File: src/rtl/systolic_matmul_nxn.sv
// Output-stationary NxN systolic matrix multiplier with run-time inner dimension K.
// Beats enter through per-row/per-column skew lines; results leave one C row per handshake.
module systolic_matmul_nxn #(
    parameter int N      = 2,
    parameter int DATA_W = 16,
    parameter int ACC_W  = 32,
    parameter int K_W    = 8,
    localparam int IDX_W = $clog2(N)
) (
    input  logic                  clk,
    input  logic                  rst,
    input  logic                  start,
    input  logic [K_W-1:0]        k_len,
    output logic                  busy,
    input  logic                  in_valid,
    output logic                  in_ready,
    input  logic [N*DATA_W-1:0]   a_col,
    input  logic [N*DATA_W-1:0]   b_row,
    output logic                  out_valid,
    input  logic                  out_ready,
    output logic [N*ACC_W-1:0]    out_row,
    output logic [IDX_W-1:0]      out_row_idx,
    output logic                  done,
    output logic [1:0]            dbg_state_o
);

    localparam int FL_W = $clog2(2 * N);

    // in_valid/in_ready and out_valid/out_ready: a transfer happens on a rising edge
    // where both are high; valid holds its payload stable until the transfer.
    typedef enum logic [1:0] {
        S_IDLE  = 2'd0,
        S_LOAD  = 2'd1,
        S_FLUSH = 2'd2,
        S_DRAIN = 2'd3
    } state_t;

    state_t               state_q;
    logic [K_W-1:0]       k_len_q;
    logic [K_W-1:0]       beat_cnt_q;
    logic [FL_W-1:0]      flush_cnt_q;
    logic [IDX_W-1:0]     row_q;
    logic                 busy_q;
    logic                 in_ready_q;
    logic                 out_valid_q;
    logic                 done_q;
    logic [N*ACC_W-1:0]   out_row_q;

    logic                 accept;
    logic                 clear_acc;
    logic                 out_hs;

    logic [DATA_W-1:0]    a_edge [N];
    logic [DATA_W-1:0]    b_edge [N];
    logic [DATA_W-1:0]    a_fwd  [N][N-1];
    logic [DATA_W-1:0]    b_fwd  [N-1][N];
    logic [ACC_W-1:0]     acc_w  [N][N];
    logic [N*ACC_W-1:0]   acc_row [N];

    assign accept    = in_valid & in_ready_q;
    assign clear_acc = (state_q == S_IDLE) & start;
    assign out_hs    = out_valid_q & out_ready;

    assign busy        = busy_q;
    assign in_ready    = in_ready_q;
    assign out_valid   = out_valid_q;
    assign out_row     = out_row_q;
    assign out_row_idx = row_q;
    assign done        = done_q;
    assign dbg_state_o = state_q;

    always_ff @(posedge clk) begin
        if (rst) begin
            state_q     <= S_IDLE;
            k_len_q     <= '0;
            beat_cnt_q  <= '0;
            flush_cnt_q <= '0;
            row_q       <= '0;
            busy_q      <= 1'b0;
            in_ready_q  <= 1'b0;
            out_valid_q <= 1'b0;
            done_q      <= 1'b0;
            out_row_q   <= '0;
        end else begin
            done_q <= 1'b0;
            case (state_q)
                S_IDLE: begin
                    if (start) begin
                        k_len_q    <= k_len;
                        beat_cnt_q <= '0;
                        row_q      <= '0;
                        busy_q     <= 1'b1;
                        if (k_len == '0) begin
                            // Accumulators clear on this edge, so row 0 is known to be zero.
                            state_q     <= S_DRAIN;
                            out_valid_q <= 1'b1;
                            out_row_q   <= '0;
                        end else begin
                            state_q    <= S_LOAD;
                            in_ready_q <= 1'b1;
                        end
                    end
                end
                S_LOAD: begin
                    if (accept) begin
                        if (beat_cnt_q == k_len_q - K_W'(1)) begin
                            state_q     <= S_FLUSH;
                            in_ready_q  <= 1'b0;
                            flush_cnt_q <= '0;
                        end else begin
                            beat_cnt_q <= beat_cnt_q + K_W'(1);
                        end
                    end
                end
                S_FLUSH: begin
                    // Row 0 is complete well before the far corner PE, so it can be latched now.
                    if (flush_cnt_q == FL_W'(2 * N - 2)) begin
                        state_q     <= S_DRAIN;
                        out_valid_q <= 1'b1;
                        row_q       <= '0;
                        out_row_q   <= acc_row[0];
                    end else begin
                        flush_cnt_q <= flush_cnt_q + FL_W'(1);
                    end
                end
                S_DRAIN: begin
                    if (out_hs) begin
                        if (row_q == IDX_W'(N - 1)) begin
                            state_q     <= S_IDLE;
                            out_valid_q <= 1'b0;
                            busy_q      <= 1'b0;
                            done_q      <= 1'b1;
                        end else begin
                            row_q     <= row_q + IDX_W'(1);
                            out_row_q <= acc_row[row_q + IDX_W'(1)];
                        end
                    end
                end
                default: state_q <= S_IDLE;
            endcase
        end
    end

    for (genvar gi = 0; gi < N; gi++) begin : g_skew
        logic [DATA_W-1:0] a_inj;
        logic [DATA_W-1:0] b_inj;
        assign a_inj = accept ? a_col[gi*DATA_W +: DATA_W] : '0;
        assign b_inj = accept ? b_row[gi*DATA_W +: DATA_W] : '0;
        if (gi == 0) begin : g_direct
            assign a_edge[gi] = a_inj;
            assign b_edge[gi] = b_inj;
        end else begin : g_delay
            logic [DATA_W-1:0] a_sk_q [gi];
            logic [DATA_W-1:0] b_sk_q [gi];
            always_ff @(posedge clk) begin
                if (rst) begin
                    for (int k = 0; k < gi; k++) begin
                        a_sk_q[k] <= '0;
                        b_sk_q[k] <= '0;
                    end
                end else begin
                    a_sk_q[0] <= a_inj;
                    b_sk_q[0] <= b_inj;
                    for (int k = 1; k < gi; k++) begin
                        a_sk_q[k] <= a_sk_q[k-1];
                        b_sk_q[k] <= b_sk_q[k-1];
                    end
                end
            end
            assign a_edge[gi] = a_sk_q[gi-1];
            assign b_edge[gi] = b_sk_q[gi-1];
        end
    end

    for (genvar gi = 0; gi < N; gi++) begin : g_row
        for (genvar gj = 0; gj < N; gj++) begin : g_pe
            logic [DATA_W-1:0]   a_in;
            logic [DATA_W-1:0]   b_in;
            logic [DATA_W-1:0]   a_q;
            logic [DATA_W-1:0]   b_q;
            logic [ACC_W-1:0]    acc_q;
            logic [2*DATA_W-1:0] prod;

            if (gj == 0) begin : g_a_edge
                assign a_in = a_edge[gi];
            end else begin : g_a_chain
                assign a_in = a_fwd[gi][gj-1];
            end
            if (gi == 0) begin : g_b_edge
                assign b_in = b_edge[gj];
            end else begin : g_b_chain
                assign b_in = b_fwd[gi-1][gj];
            end
            if (gj < N - 1) begin : g_a_out
                assign a_fwd[gi][gj] = a_q;
            end
            if (gi < N - 1) begin : g_b_out
                assign b_fwd[gi][gj] = b_q;
            end

            assign prod = {{DATA_W{1'b0}}, a_q} * {{DATA_W{1'b0}}, b_q};
            assign acc_w[gi][gj] = acc_q;

            always_ff @(posedge clk) begin
                if (rst) begin
                    a_q   <= '0;
                    b_q   <= '0;
                    acc_q <= '0;
                end else begin
                    a_q   <= a_in;
                    b_q   <= b_in;
                    acc_q <= clear_acc ? '0 : acc_q + ACC_W'(prod);
                end
            end
        end
    end

    always_comb begin
        for (int i = 0; i < N; i++) begin
            acc_row[i] = '0;
            for (int j = 0; j < N; j++) begin
                acc_row[i][j*ACC_W +: ACC_W] = acc_w[i][j];
            end
        end
    end

endmodule

File: config.mk
export PLATFORM = sky130hd
export DESIGN_NAME = systolic_matmul_nxn
export DESIGN_NICKNAME = d
export VERILOG_FILES = /design/src/rtl/systolic_matmul_nxn.sv
export SDC_FILE = /design/constraint.sdc
export NUM_CORES = 2
export LEC_CHECK = 0
export CORE_AREA = 4 4 496 253
export CTS_CLUSTER_SIZE = 40
export DETAILED_ROUTE_END_ITERATION = 7
export DIE_AREA = 0 0 500 257
export SYNTH_ARGS = -nofsm -noshare
export SYNTH_HDL_FRONTEND = slang
export SYNTH_SLANG_ARGS = --single-unit
File: constraint.sdc
create_clock -name clk -period 16.04 [get_ports clk]
set_input_delay 3.208 -clock clk [delete_from_list [all_inputs] [get_ports clk]]
set_output_delay 3.208 -clock clk [all_outputs]
set_load 0.01 [all_outputs]
==> metrics.md <==
| Metric | Value |
|---|---|
| Crit path arrival time | `8.21 ns` |
| Root Buffer | `clkbuf_16` |
| Row count | `91` |
| Setup_tns | `0 ns` |
| Setup violation total in the final timing report | `0` |
| Final Cycle Share | `0.478` |
| Comb power frac | `0.222` |
| Flop pwr share | `0.393` |
| Worst Setup Start Kind | `flip-flop` |
| Hold Slack | `0.433 ns` |
| Hold path cells | `1` |
| Reg2Reg Launch Point | `g_row[1].g_pe[0].a_q[12]$_SDFF_PP0_` |
| Min-Delay Path Class | `reg -> reg` |
| Core area | `122000 sq um` |
| Initial Util | `0.404` |
| Global-route wire length before repair | `224000 microns` |
| Drt total wl | `142000 microns` |
| Switch share | `0.334` |
| Worst-skew pair later-pin latency | `0.64 ns` |
| End of the worst register-to-register path | `g_row[1].g_pe[0].acc_q[31]$_SDFF_PP0_` |
| Worst R2R Path Depth | `19` |
| Worst slack, placed | `8.46 ns` |
| PostCTS Resize Cnt | `0` |
| RSZ-0062 raised after global routing | `no` |
| Crit path max fanout | `17` |
| Iteration-0 DRC Markers | `2573` |
| Min-delay src | `g_skew[1].g_delay.a_sk_q[0][15]$_SDFF_PP0_` |
| Async set-reset flop share out of synthesis | `0` |
| Worst-path clk slew | `0.06 ns` |
| Power Internal | `1.97 mW` |
| H-tree depth | `2` |
| Hold-fix buffer count after cts | `0` |
| Chip height | `257 microns` |
| Maximum vdd drop | `0.0887 mV` |
| Synth unique cells | `74` |
| Clock Tree Buf Depth | `3` |
| Clk sinks | `377` |
| Most used flip-flop cell after synthesis | `dfxtp_1` |
| TritonCTS clock tree | `built` |
| Crit path kind | `reg -> reg` |
| Final Util | `0.442` |
| Synth Cell Area | `49200 sq um` |
| Final #Nets | `6933` |
| Most frequent cells in the layout | `1368 x inv_1, 900 x fa_1, 617 x nand2_1` |
| Sequential area share after synthesis | `0.153` |
| Synth Area per Inst | `8.89 sq um` |
| Yosys warns | `0` |
| Final slew viol count | `0` |
| Critical path's most frequent cell | `fa_1` |
| Final setup margin | `8.38 ns` |
| Layout cell share with drive strength beyond 1 | `0.0254` |
| CP Cell Sequence | `nand2_1, fa_1, fa_1, fa_1, inv_1, fa_1, fa_1, inv_1, fa_1, inv_1, ha_1, and4_1, nand3_1, a211oi_1, o21ai_0, a21oi_1, a31oi_1, o21ai_0, nor3b_1` |
| Non-Filler Instances | `7222` |
| Design area | `53800 sq um` |
| Total track usage | `0.226` |
| Final routed DRC violation total | `0` |
| # port buffers | `147` |
| Pleak | `26.3 nW` |
| Routed Antenna Nets | `0` |
| Final hold vios | `0` |
| Clock skew | `0.0226 ns` |
| Outcome | `completed` |
| DR pass1 iterations | `5` |
| Initial antenna violation count | `8` |
| Setup Buffers After CTS | `0` |
| Hold EP | `g_row[1].g_pe[0].a_q[15]$_SDFF_PP0_` |
| Commonest non-fill, non-tap cell in the layout | `inv_1` |
| Gpl congestion | `0.914` |
| Fin crit period | `7.66 ns` |
| Worst EP required | `16.58 ns` |
| Worst R2R Setup Slack | `8.38 ns` |
| Drt wl/cell | `19.6 microns` |
| Vias per cell | `4.98` |
| Fmax | `130 MHz` |
| Vias in the first global route | `37200` |
| Pin count of the biggest net entering global routing | `71` |
| FILL cells | `11800` |
| Total power | `2.95 mW` |
| Critical Path Max Stage Delay | `0.91 ns` |
| Pwr per Cell Area | `54.8 nW/um^2` |
| Synth Register Bits | `377` |
| Via count | `36000` |
| Die width | `500 microns` |
| Clk pwr share | `0.385` |
| Relative slew slack | `0.192` |
| CP Capture Type | `flip-flop` |
| Total gr overflow | `0` |
| Post-synth EDFFs | `0` |
| Dpl cells | `7134` |
| Die area | `129000 sq um` |
| Placed Area | `52300 sq um` |
| Slew @ Worst Pin | `1.20 ns` |
| Io pins | `148` |
| Mapped Cells | `5535` |
| Net Sw Power | `985 uW` |
| Mapped Nets | `6915` |
| Max Cap Violations | `0` |
| CTS Buf Count | `44` |
| Critical-path top delay cell | `dfxtp_1` |
| HPWL after DPL | `116000 microns` |
| Layout overhead on the synthesized area | `9.35%` |
[metal layers]
metal,share of wire,track usage,up-vias,wire (microns)
met5,0.00038,0,-,54
met4,0.014,0.0346,6,1990
met3,0.11,0.0798,108,16300
met2,0.35,0.281,1304,50200
met1,0.52,0.370,18000,73100
li1,-,-,16600,-
[worst max-delay path, delay by kind of cell (launching register included)]
| kind | cells | cell delay (ns) |
|---|---|---|
| fa+ha+maj | 7 | 3.46 |
| compound gates | 5 | 2.02 |
| simple gates | 4 | 1.02 |
| flops | 1 | 0.91 |
| buf+inv | 3 | 0.14 |
[Yosys cell counts (8+ instances only)]
cell type  number  area [sq um]
o211ai_1       10          75.1
xor2_1         35           307
or3_1          13          81.3
nand3_1        28           140
clkbuf_1      201           754
inv_1        1368          5130
and2_1        578          3620
a21oi_1       112           561
nand4_1        17           106
a22oi_1        64           480
nor4_1          8          50.1
a211oi_1       82           616
nor2_1        202           758
o31ai_1        11          82.6
nand2b_1       14          87.6
o21ai_0        60           300
ha_1          403          5040
fa_1          900         18000
o21bai_1       11          82.6
and3_1         10          62.6
a21o_1         50           375
buf_1           8          30.0
nor2b_1       114           713
nor3_1         51           255
o21a_1         19           143
a31oi_1        13          81.3
xnor2_1        57           499
nand2_1       618          2320
dfxtp_1       377          7550
[worst max path at each step]
stage,to,slack [ns],depth (start not counted),startpoint
global route,g_row[1].g_pe[0].acc_q[31]$_SDFF_PP0_,8.10,19,g_row[1].g_pe[0].a_q[12]$_SDFF_PP0_
CTS,g_row[1].g_pe[0].acc_q[31]$_SDFF_PP0_,8.41,19,g_row[1].g_pe[0].a_q[10]$_SDFF_PP0_
finish,g_row[1].g_pe[0].acc_q[31]$_SDFF_PP0_,8.38,19,g_row[1].g_pe[0].a_q[12]$_SDFF_PP0_
detailed placement,g_row[1].g_pe[0].acc_q[31]$_SDFF_PP0_,8.46,19,g_row[1].g_pe[0].a_q[10]$_SDFF_PP0_
floorplan,g_row[1].g_pe[1].acc_q[25]$_SDFF_PP0_,9.99,22,g_row[1].g_pe[1].a_q[7]$_SDFF_PP0_
global placement,g_row[1].g_pe[0].acc_q[29]$_SDFF_PP0_,8.57,19,g_row[1].g_pe[0].a_q[10]$_SDFF_PP0_
[kinds of logic (layout without fill, tap and decap cells)]
family	after synthesis	after routing	share of synthesized area
buffers and inverters	1579	1631	0.121
adders and majority gates	1303	1303	0.468
other	0	8	0
AOI/OAI and AO/OA	494	494	0.0685
xor gates and xnor gates	92	92	0.0164
and+or+nand+nor	1684	1684	0.172
DFF	377	377	0.153
muxes	6	6	0.00122
[area by class of cell]
type,instances,area (sq um),share of cell area
inverter,1368,5130,0.0954
clock buffer,58,1280,0.0237
multi-input combinational,3579,35800,0.665
clock inverter,22,284,0.00528
sequential,377,7550,0.140
antenna,8,20.0,0.000372
tap,1627,2040,0.0378
timing repair buffer,183,1740,0.0324
[sequential cells by signal, summed over array words and instances, names as in the netlist]
name	flops
out_valid	1
k_len_q	8
beat_cnt_q	8
done	1
g_row.g_pe.a_q	64
g_row.g_pe.acc_q	128
g_skew.g_delay.b_sk_q	16
g_skew.g_delay.a_sk_q	16
out_row_idx	1
in_ready	1
flush_cnt_q	2
g_row.g_pe.b_q	64
busy	1
out_row	64
dbg_state_o	2
[power by group through the flow]
| stage | combinational [mW] | clock [mW] | sequential (mW) |
|---|---|---|---|
| 3_5_place_dp | 0.653 | 0 | 1.18 |
| 5_1_grt | 0.712 | 1.20 | 1.17 |
| 6_report | 0.655 | 1.14 | 1.16 |
| 2_1_floorplan | 0.312 | 0 | 1.16 |
| 3_3_place_gp | 0.648 | 0 | 1.18 |
| 4_1_cts | 0.656 | 1.17 | 1.16 |
(Power assumes the default switching activity.)
